`src/rtl/fu_cmd_sequencer.sv`:
```
// Command front-end for the shift/rotate functional unit: takes opcode and data
// bytes from the I2C slave, drives the unit, then returns a status/result pair.
//
// state       | meaning
// IDLE        | waiting for an opcode byte
// GET_DATA    | load opcode seen, waiting for the operand byte
// ISSUE       | unit enabled, waiting for data-ready or timeout
// RESP_STATUS | presenting the status byte
// RESP_DATA   | presenting the result byte

module fu_cmd_sequencer #(
    parameter int DW      = 8,
    parameter int TIMEOUT = 64,
    parameter int CNT_W   = $clog2(TIMEOUT + 1)
) (
    input  logic          clk_i,
    input  logic          reset_i,
    input  logic [7:0]    rx_data_i,
    input  logic          rx_valid_i,
    output logic          rx_ready_o,
    output logic [7:0]    tx_data_o,
    output logic          tx_valid_o,
    input  logic          tx_ready_i,
    output logic          fu_en_o,
    output logic [2:0]    fu_sel_o,
    output logic [DW-1:0] fu_din_o,
    output logic          fu_msb_in_o,
    output logic          fu_lsb_in_o,
    input  logic [DW-1:0] fu_dout_i,
    input  logic          fu_data_rdy_i,
    output logic          busy_o
);

    typedef enum logic [2:0] {
        IDLE        = 3'd0,
        GET_DATA    = 3'd1,
        ISSUE       = 3'd2,
        RESP_STATUS = 3'd3,
        RESP_DATA   = 3'd4
    } state_e;

    localparam logic [7:0]       ST_OK      = 8'h00;
    localparam logic [7:0]       ST_BAD_OP  = 8'h01;
    localparam logic [7:0]       ST_TIMEOUT = 8'h02;
    localparam logic [2:0]       SEL_LOAD   = 3'b001;
    localparam logic [CNT_W-1:0] CNT_LAST   = CNT_W'(TIMEOUT - 1);

    state_e           state_q, state_d;
    logic [CNT_W-1:0] cnt_q, cnt_d;
    logic [2:0]       sel_q, sel_d;
    logic             msb_q, msb_d;
    logic             lsb_q, lsb_d;
    logic [DW-1:0]    din_q, din_d;
    logic [7:0]       status_q, status_d;
    logic [DW-1:0]    result_q, result_d;
    logic             rx_ready_q, rx_ready_d;

    logic rx_fire;

    assign rx_fire = rx_valid_i & rx_ready_q;

    always_comb begin
        state_d  = state_q;
        cnt_d    = cnt_q;
        sel_d    = sel_q;
        msb_d    = msb_q;
        lsb_d    = lsb_q;
        din_d    = din_q;
        status_d = status_q;
        result_d = result_q;

        case (state_q)
            IDLE: begin
                if (rx_fire) begin
                    if (rx_data_i[7:5] != 3'b000) begin
                        status_d = ST_BAD_OP;
                        result_d = '0;
                        state_d  = RESP_STATUS;
                    end else begin
                        sel_d   = rx_data_i[2:0];
                        msb_d   = rx_data_i[4];
                        lsb_d   = rx_data_i[3];
                        state_d = (rx_data_i[2:0] == SEL_LOAD) ? GET_DATA : ISSUE;
                    end
                end
            end
            GET_DATA: begin
                if (rx_fire) begin
                    din_d   = rx_data_i[DW-1:0];
                    state_d = ISSUE;
                end
            end
            ISSUE: begin
                // an unknown ready falls through to the else branch, i.e. counts as 0
                if (fu_data_rdy_i) begin
                    result_d = fu_dout_i;
                    status_d = ST_OK;
                    cnt_d    = '0;
                    state_d  = RESP_STATUS;
                end else if (cnt_q == CNT_LAST) begin
                    result_d = '0;
                    status_d = ST_TIMEOUT;
                    cnt_d    = '0;
                    state_d  = RESP_STATUS;
                end else begin
                    cnt_d = cnt_q + CNT_W'(1);
                end
            end
            RESP_STATUS: begin
                if (tx_ready_i) state_d = RESP_DATA;
            end
            RESP_DATA: begin
                if (tx_ready_i) state_d = IDLE;
            end
            default: state_d = IDLE;
        endcase

        // registered so rx_ready only rises on the first clock after reset
        rx_ready_d = (state_d == IDLE) || (state_d == GET_DATA);
    end

    always_ff @(posedge clk_i or posedge reset_i) begin
        if (reset_i) begin
            state_q    <= IDLE;
            cnt_q      <= '0;
            sel_q      <= '0;
            msb_q      <= 1'b0;
            lsb_q      <= 1'b0;
            din_q      <= '0;
            status_q   <= '0;
            result_q   <= '0;
            rx_ready_q <= 1'b0;
        end else begin
            state_q    <= state_d;
            cnt_q      <= cnt_d;
            sel_q      <= sel_d;
            msb_q      <= msb_d;
            lsb_q      <= lsb_d;
            din_q      <= din_d;
            status_q   <= status_d;
            result_q   <= result_d;
            rx_ready_q <= rx_ready_d;
        end
    end

    always_comb begin
        tx_data_o = '0;
        case (state_q)
            RESP_STATUS: tx_data_o = status_q;
            RESP_DATA:   tx_data_o = 8'(result_q);
            default:     tx_data_o = '0;
        endcase
    end

    assign rx_ready_o  = rx_ready_q;
    assign tx_valid_o  = (state_q == RESP_STATUS) || (state_q == RESP_DATA);
    assign fu_en_o     = (state_q == ISSUE);
    assign fu_sel_o    = sel_q;
    assign fu_din_o    = din_q;
    assign fu_msb_in_o = msb_q;
    assign fu_lsb_in_o = lsb_q;
    assign busy_o      = (state_q != IDLE);

endmodule

```
`config.mk`:
```
export PLATFORM = sky130hd
export DESIGN_NAME = fu_cmd_sequencer
export DESIGN_NICKNAME = d
export VERILOG_FILES = /design/src/rtl/fu_cmd_sequencer.sv
export SDC_FILE = /design/constraint.sdc
export NUM_CORES = 1
export LEC_CHECK = 0
export ABC_AREA = 1
export CORE_AREA = 2 2 65 67
export CTS_BUF_LIST = sky130_fd_sc_hd__clkbuf_16
export DETAILED_ROUTE_END_ITERATION = 6
export DIE_AREA = 0 0 67 69
export PLACE_DENSITY_LB_ADDON = 0.25
export SYNTH_ARGS = -nofsm -noshare
export SYNTH_HDL_FRONTEND = slang
export SYNTH_SLANG_ARGS = --single-unit
```
`constraint.sdc`:
```
create_clock -name clk_i -period 1.25 [get_ports clk_i]
set_input_delay 0.125 -clock clk_i [delete_from_list [all_inputs] [get_ports clk_i]]
set_output_delay 0.125 -clock clk_i [all_outputs]
set_load 0.1 [all_outputs]
```
**Yosys cells after proc, flatten, opt, wreduce, memory -nomap -nowiden**

Cells that the tools add are included.

- Bits in registers: 40
- Bits of input ports: 21
- Output and inout port bits: 25
- Logic and storage cells: 54

- $add $sub $neg: 1
- Equal/unequal tests: 10
- Mux-type cells: 22
- Bitwise operators: 2
- Reduce and logical (&&, ||, !) cells: 10

Operator list:

| kind | count |
|---|---|
| $mux W8 | 8 |
| $pmux W8 S2 | 3 |
| $mux W3 | 6 |
| $pmux W3 S5 | 1 |
| $mux W7 | 2 |
| $eq A3 B1 Y1 const B | 3 |
| $add A7 B1 Y7 const B | 1 |
| $eq A7 B6 Y1 const B | 1 |
| $eq A3 B2 Y1 const B | 2 |
| $logic_not A3 Y1 | 2 |
| $reduce_bool A3 Y1 | 2 |
| $mux W2 | 2 |
| $ne A2 B2 Y1 const B | 2 |
| $reduce_and A4 Y1 | 1 |
| $eq A3 B3 Y1 const B | 1 |
| $ne A3 B1 Y1 const B | 1 |
| $reduce_and A3 Y1 | 1 |
| $logic_or A1 B1 Y1 | 2 |
| $reduce_and A2 Y1 | 1 |
| $reduce_bool A2 Y1 | 1 |
| $and A1 B1 Y1 | 1 |
| $not A1 Y1 | 1 |

**Logic depth before layout (Yosys ltp)**

- Depth after elaboration: 7
- Depth in mapped cells: 8

**Worst setup path before layout**

No wires, ideal clock.

- Path kind: register to output
- Start point: register state_q[1]
- End point: output port tx_data_o[0]
- Data arrival time: 2.799 ns
- Setup slack: -1.674 ns
- Stages on the path, launching flop included: 4
- Buffers on the path: 0
- Cells stage by stage: dfrtp_1 inv_1 nand3_2 o21ai_0

- Word-level cells in the longest chain between the ends: 2

RTL lines:

| what | RTL line | source |
|---|---|---|
| start: declaration | 48 | `state_e state_q, state_d;` |
| start signal: assignment | 134 | `state_q <= state_d;` |
| $eq A3 B3 Y1 / $eq A3 B2 Y1 (equally long branches) | 148 | `case (state_q)` |
| $pmux W8 S2 (*) | 148 |  |
| end: declaration | 21 | `output logic [7:0] tx_data_o,` |

Mark *: on every way between the ends. The rest lies on a longest branch, timed or not.

**Final worst setup path**

- Start point: register state_q[1]
- End point: output port tx_data_o[7]

Same word-level chain as after synthesis.

==> implementation parameters <==
Parameter                              Value

Min path
  Worst hold path type    input port to async pin

Timing
  Setup Skew    9.031 ps
  Hold Violations, Final    0
  Post-layout min period    1585 ps
  RSZ-0062 raised after global routing    true
  F_max    631.1 MHz
  Max-slew violation total from the final report    0
  Final WS setup    -334.5 ps
  Transition time of the tightest slew-check pin    325.1 ps
  Final setup violation count    44
  Smallest hold slack    190.1 ps
  Ratio of final minimum period to clock period    126.8%
  Worst slew margin    78.30%

Job
  Reported max-cap violation count    0

Outcome
  Violated checks    setup timing
  Status    finished, violations left

Logic synthesis
  Synthesized netlist net count    225
  Yosys warning count    0
  Sequential area share after synthesis    52.88%
  Number of register bits inferred by synthesis    34
  Library cells used by synthesis    19
  Cell count after synthesis    203
  Avg Cell Area, Syn    between 7 and 8 um2
  Synth Cell Area    between 0.0015 and 0.002 mm2

Route
  Final wirelength    ~6100 um
  Remaining design rule violation count    0
  DR WL/cell    about 18 um
  Number of antenna-violating nets in the routed design    0
  Drt initial violations    97
  Vias after detailed routing    approximately 1,700
  First drt pass iteration count    4
  Via count normalized by instance count    just over 5

Die
  DIE WIDTH    67 um
  Floorplan row count    23
  Number of placed I/O pins    46
  Core box area    ~0.0039 mm2
  Chip height    about 69 um
  Initial cell density of the core    41.11%
  Die ar.    0.004623 mm2

Clocking
  Clock insertion delay at the later pin of the skew report    approximately 290 ps
  Post-cts hold buffer count    0
  H-Tree Depth    2
  Clock tree from TritonCTS    done
  Clock root cell    clkbuf_16
  Number of buffers created by CTS    5
  CTS sink count    34
  Max Buffers Root-to-Sink    2
  Clock-pin slew of the registers on the worst-case setup and hold paths    approximately 60 ps

Finish
  Core utilization of the finished layout    83.12%
  Commonest non-fill, non-tap cells in the layout    nand2_1, dfrtp_1, buf_12, inv_1, nand2_2
  Antenna cells    0
  Commonest non-fill, non-tap cell in the layout    nand2_1
  Proportion of layout cells with a drive suffix above 1    50.87%
  Area growth from synthesis to final layout    102.2%
  Final net count    308

Placed design
  Placer congestion estimate    0.8553
  DPL Wire Length    2938 um
  # port buffers    45
  Minimum setup slack after placement    -97.51 ps

Global routing
  Remaining global-route overflow    0
  Global-route total usage across every layer    24.23%
  Wire length of the first global-routing pass    8466 um
  Number of antenna violations at the first check in global routing    0
  Largest net degree at the start of global routing    35
  Via count of the first global-routing pass    around 1,800

Power
  Worst vdd ir    2210 uV
  Pwr/cell area    roughly 2900 mW/mm2
  P_leak    ~1.5 nW

Setup path
  Crit. End Element    output port
  Largest fanout on the critical path    5
  Cell depth of the worst flop-to-flop path    8
  Worst Path Arrival    1460 ps
  Setup Crit Path Kind    flip-flop to output port
  Startpoint type of the worst setup path    flip-flop
  Worst endpoint required time    1120 ps
## repair_timing
| item | in CTS | in global routing |
|---|---|---|
| endpoints found under the setup margin | 36 | 45 |
| setup buffers | 9 | 4 |
| pin swaps | 13 | 14 |
| gates resized for setup | 40 | 53 |
| cloned | 3 | 1 |
## cell families (layout without fill, tap and decap cells)
| group | after synthesis | in the layout | share of synthesized area, % |
|---|---|---|---|
| flip-flops | 34 | 34 | 52.88 |
| AND/OR/NAND/NOR | 116 | 119 | 31.34 |
| XOR/XNOR | 3 | 3 | 1.633 |
| AO/OA/AOI/OAI | 18 | 18 | 5.598 |
| adder cells (fa/ha/maj) | 1 | 1 | 0.7775 |
| buffers and inverters | 31 | 112 | 7.775 |
## registers in the layout, summed over array words and instances, names as in the netlist, 2 cells and up
register  count
status_q      2
state_q       3
fu_din_o      8
cnt_q         7
result_q      8
fu_sel_o      3
## worst paths after layout
kind	slack, ps	end	from
min in group clk_i	400	result_q[5]	fu_dout_i[5]
max in group asynchronous	860	rx_ready_o	reset_i
worst max register to register	-200	result_q[7]	state_q[0]
worst max-delay path	-330	tx_data_o[7]	state_q[1]
worst min register to register	490	result_q[2]	result_q[2]
worst min-delay path	190	result_q[7]	reset_i
## report_power, final
group	leakage, nW	switching, mW	internal [mW]
Clock	0.0864	0.477	0.926
Sequential	0.440	0.597	1.58
Combinational	0.981	3.63	2.23
## cell type report
type	count	area, um2
Inverter	29	120.1
Clock buffer	5	125.1
Multi-Input combinational cell	141	1006
Sequential cell	34	858.3
Tap cell	50	62.56
Fill cell	207	660.6
Clock inverter	3	37.54
Timing Repair Buffer	75	1044
## per-stage QoR
step	cell area (um2)	power [mW]	setup TNS (ps)	cells
5_1_grt	3253	9.759	-8967	337
3_3_place_gp	2653	6.883	-893.0	313
3_5_place_dp	2653	6.981	-1962	313
4_1_cts	3044	8.858	-4735	333
6_report	3253	9.438	-7019	337
2_1_floorplan	1734	5.033	-3651	203
## per-layer routing
| metal | track usage, % | wire, um | up-vias |
|---|---|---|---|
| met1 | 29.12 | 2289 | 837 |
| met4 | 9.070 | 176 | 0 |
| li1 | - | - | 787 |
| met3 | 6.688 | 372 | 16 |
| met2 | 40.48 | 3295 | 82 |
| met5 | 0 | 0 | - |
## synthesized netlist by cell type, drive strengths merged
library cell  instances  share of area, %
inv                  29               6.8
xnor2                 2               1.1
nor2                 25               7.5
dfrtp                34                53
nor3                  2              0.62
buf                   2               1.0
o21ai                17               5.3
nand2                78                19
a21oi                 1              0.31
xor2                  1              0.54
nand3                11               4.0
ha                    1              0.78
## critical path, stage by stage, from the launching register on
cell     delay (ps)
dfrtp_2         430
inv_2           100
nand3_4         150
buf_4           200
nor2_4          110
buf_12          180
(Power assumes the default switching activity.)
==> variant 1, RTL diff (same flow settings) <==
The 5 states of `state_e` get a one-hot encoding in 5 bits.
--- a/src/rtl/fu_cmd_sequencer.sv
+++ b/src/rtl/fu_cmd_sequencer.sv
@@ -32,10 +32,10 @@
 );
 
-    typedef enum logic [2:0] {
-        IDLE        = 3'd0,
-        GET_DATA    = 3'd1,
-        ISSUE       = 3'd2,
-        RESP_STATUS = 3'd3,
-        RESP_DATA   = 3'd4
+    typedef enum logic [4:0] {
+        IDLE        = 5'b00001,
+        GET_DATA    = 5'b00010,
+        ISSUE       = 5'b00100,
+        RESP_STATUS = 5'b01000,
+        RESP_DATA   = 5'b10000
     } state_e;
 
Function: no difference found for any inputs over 10 cycles, from zero or initial values and one cycle with reset_i high; not proved beyond that.
==> variant 1 against the original RTL <==
  * The run still ends with negative setup slack left
  * Critical path depth grew 4
  * Worst setup slack got worse by 0.11 ns
  * Routed wire length up 21%
  * Final area up 9.6%
  * Area after synthesis grew 14%
  * Sequential share of layout area shrank 0.90 points
  * Power down 0.72%
  * Sequential cell count is 2 higher
  * Critical endpoint is now fu_sel_o[0]$_DFFE_PP0P_
==> variant 1: results (changes against the original RTL) <==
stage	metric	value	unit	change
synth	FFs w/ async S/R, synth	1.00		unchanged
timing	Fin Setup TNS	-14.58	ns	was -7.02 ns
synth	Synth area leaders	dfrtp_1, nand2_1, nand3_1, inv_1, nor2_1		was dfrtp_1, nand2_1, inv_1, nor2_1, o21ai_0
power	Leak	1.63	nW	was 1.51 nW
synth	post-synthesis mux area share	0.00546		was 0
timing	worst clock skew	0.00365	ns	was 0.00903 ns
timing	slew margin rel.	0.597		was 0.783
synth	Distinct cells, synth	32		was 19
timing	Max Transition Viols Final	0		unchanged
placed_design	HPWL Detailed	3390	um	was 2940 um
outcome	outcome	complete, but fails checks		unchanged
timing	worst setup margin	-0.448	ns	was -0.335 ns
synth	Synth Area in Compound Gates	0.0799		was 0.0560
detailed_routing	drt first pass iters	4		unchanged
placed_design	gpl congestion	0.816		was 0.855
critical_path	CP endpoint	fu_sel_o[0]$_DFFE_PP0P_		was tx_data_o[7]
timing	# setup viols final	47		was 44
power	Worst VDD drop	0.00138	V	was 0.00221 V
global_route	first-pass GRT wire length	9870	um	was 8470 um
outcome	failing checks	negative setup slack		unchanged
placed_design	PortBufs	45		unchanged
global_route	largest net degree at the start of global routing	37		was 35
synth	Post-Synth XOR/XNOR Area	0.00956		was 0.0163
worst_hold_path	Hold WC Path Type	in -> async		unchanged
cts	Root Driver	clkbuf_16		unchanged
detailed_routing	Initial DRC Count	164		was 97
critical_path	Crit Reg-Reg Startpoint	state_q[3]$_DFF_PP0_		was state_q[0]$_DFF_PP0_
finish	Antenna Diode Count	0		unchanged
detailed_routing	WL final	7440	um	was 6130 um
critical_path	crit path max fanout	7		was 5
critical_path	Critical Path Start Type	flop		unchanged
synth	sequential cell area fraction in the yosys report	0.492		was 0.529
synth	top cells by count, synth	nand2_1, dfrtp_1, inv_1		unchanged
finish	nets	331		was 308
cts	later-pin clock latency in the skew report	0.28	ns	
placed_design	dpl cell area	0.00301	mm2	was 0.00265 mm2
critical_path	r2r worst-path depth	9		was 8
finish	layout cells sized above 1	0.511		was 0.509
cts	CTS Buffer Depth	2		unchanged
global_route	number of antenna violations at the first check in global routing	0		unchanged
global_route	Total GRT Usage	0.285		was 0.242
synth	Syn Nets	233		was 225
synth	Synth Flop Type	dfrtp_1		unchanged
cts	Clock Pin Slew Worst Setup and Hold Paths	0.05	ns	
synth	Yosys Warn Count	0		unchanged
critical_path	arrival time at the worst endpoint	1.86	ns	was 1.46 ns
synth	Adder-Cell Fraction of Synth Area	0.00683		was 0.00778
cts	H-tree Lvls	2		unchanged
cts	CTS resizes	32		was 40
cts	Post-CTS Setup Repair Bufs	10		was 9
cts	cts bufs inserted	5		unchanged
detailed_routing	via/cell ratio	5.64		was 5.11
## variant 1: cell count changes after synthesis, moves of 3 or more
cell,delta
inv_1,-5
nand2_1,-20
nand3_1,+12
inv_2,+3
o22ai_1,+4
nand4_1,+3
o21ai_1,-4
## variant 1: cell type report
class / count / area (um2)
Tap cell: 50 / 62.6
Multi-Input combinational cell: 149 / 1180
Clock inverter: 2 / 7.51
Fill cell: 135 / 349
Sequential cell: 36 / 908
Inverter: 27 / 109
Clock buffer: 5 / 125
Timing Repair Buffer: 90 / 1170
## variant 1: report_power, final
part           switching [W]  internal [W]
sequential          0.000469       0.00160
clock               0.000435      0.000712
combinational        0.00374       0.00242
## variant 1: critical path, cell delays in order (launching register included)
cell and delay, ns:
dfrtp_1 0.44, nor2_4 0.19, buf_6 0.13, nand4_4 0.09
buf_12 0.15, buf_8 0.12, nor2_4 0.15, nand2_4 0.13
nand2_2 0.10, o21ai_2 0.07
## variant 1: cells by family after synthesis
family	count (synthesis)
AND/OR/NAND/NOR	116
flip-flops	36
buffers and inverters	30
AO/OA/AOI/OAI	25
XOR/XNOR	2
multiplexers	1
adder cells (fa/ha/maj)	1
## variant 1: per-layer routing
layer,track usage,wire length (um)
met3,0.0538,459
met2,0.492,3880
met1,0.335,2720
met4,0.129,371
met5,0,0
## variant 1: metrics by stage
step            util  worst slack, ns  instances  power [W]  hold slack, ns
3_5_place_dp   0.770           -0.210        334    0.00707           0.502
4_1_cts        0.868           -0.390        353    0.00868           0.223
6_report       0.911           -0.448        359    0.00937           0.208
3_3_place_gp   0.770           -0.184        334    0.00694           0.488
2_1_floorplan      -           -0.409        211    0.00504           0.222
5_1_grt        0.911           -0.502        359    0.00969           0.232
==> variant 2, RTL diff (same flow settings) <==
Made on the original files. The parameter `TIMEOUT` goes from 64 to 128.
--- a/src/rtl/fu_cmd_sequencer.sv
+++ b/src/rtl/fu_cmd_sequencer.sv
@@ -11,5 +11,5 @@
 module fu_cmd_sequencer #(
     parameter int DW      = 8,
-    parameter int TIMEOUT = 64,
+    parameter int TIMEOUT = 128,
     parameter int CNT_W   = $clog2(TIMEOUT + 1)
 ) (
Formal check against the unedited RTL: no difference found for any inputs over 10 cycles, from zero or initial values and one cycle with reset_i high; that may be too few to reach the edited logic, so the function may still have changed.
==> variant 2 against the original RTL <==
  * The flow still finishes with violations (negative setup slack)
  * Routed wire length increased by 24%
  * Register-to-register slack got worse by 0.09 ns
  * Worst setup slack got worse by 0.098 ns
  * Highest routed layer unchanged
  * Final area increased by 4.4%
  * Combinational power increased by 6.0%
  * Area after synthesis increased by 6.5%
  * Sequential cell count increased by 1
  * Utilization increased by 3.7 points
  * Power increased by 4.6%
  * Global-route usage increased by 4.5 points
==> variant 2: results (changes against the original RTL) <==
stage	metric	value	unit	change
outcome	outcome	complete, but fails checks		unchanged
outcome	failing checks	negative setup slack		unchanged
timing	worst clock skew	0.00362	ns	was 0.00903 ns
timing	# setup viols final	45		was 44
global_route	Total GRT Usage	0.287		was 0.242
finish	Non-clock buffer share	0.311		was 0.321
finish	multi-input logic area	0.00110	mm2	was 0.00101 mm2
detailed_routing	WL met2	3910	um	was 3300 um
power	P_comb	0.00620	W	was 0.00585 W
detailed_routing	vias	1991		was 1,722
global_route	met2 Use GR	0.493		was 0.405
critical_path	Crit Reg-Reg Startpoint	state_q[2]$_DFF_PP0_		was state_q[0]$_DFF_PP0_
finish	layout cells sized above 1	0.518		was 0.509
finish	Clock-cell share	0.0483		was 0.0500
finish	number of fill cells	170		was 207
timing	worst setup margin	-0.433	ns	was -0.335 ns
critical_path	reg2reg setup slack	-0.29	ns	was -0.20 ns
synth	Post-Synth XOR/XNOR Area	0.0102		was 0.0163
detailed_routing	Initial DRC Count	178		was 97
power	Int Power	0.00484	W	was 0.00474 W
synth	Yosys reg bits	35		was 34
timing	slew margin rel.	0.828		was 0.783
synth	Distinct cells, synth	21		was 19
global_route	met1 Use GR	0.328		was 0.291
detailed_routing	average wire per standard cell	21.3	um	was 18.2 um
critical_path	arrival time at the worst endpoint	1.56	ns	was 1.46 ns
==> variant 2: repair_timing <==
item,4_1_cts,5_1_grt
hold buffers,0,0
gates resized for setup,42,58
setup buffers,8,4
cloned,1,1
pin swaps,15,20
endpoints found under the setup margin,37,45
==> variant 2: logic make-up after synthesis <==
group	Yosys count
and+or+nand+nor	125
buffers and inverters	35
DFF	35
AOI/OAI and AO/OA	20
xor gates and xnor gates	2
adders and majority gates	1
==> variant 2: worst max-delay path: stages (launching register included) <==
cell,delay (ns)
dfrtp_1,0.45
inv_2,0.14
nand3_4,0.17
buf_12,0.19
nor2_4,0.12
buf_12,0.19
==> variant 2: metrics by stage <==
stage               power (W)  cell area, um2  TNS, ns  std cells  hold WS [ns]
global route           0.0101            3400   -11.05        357         0.207
CTS                   0.00907            3180    -7.59        355         0.203
finish                0.00987            3400    -9.96        357         0.183
global placement      0.00704            2800   -0.732        338         0.454
floorplan             0.00515            1830    -3.88        218         0.235
detailed placement    0.00718            2800    -2.03        338         0.463
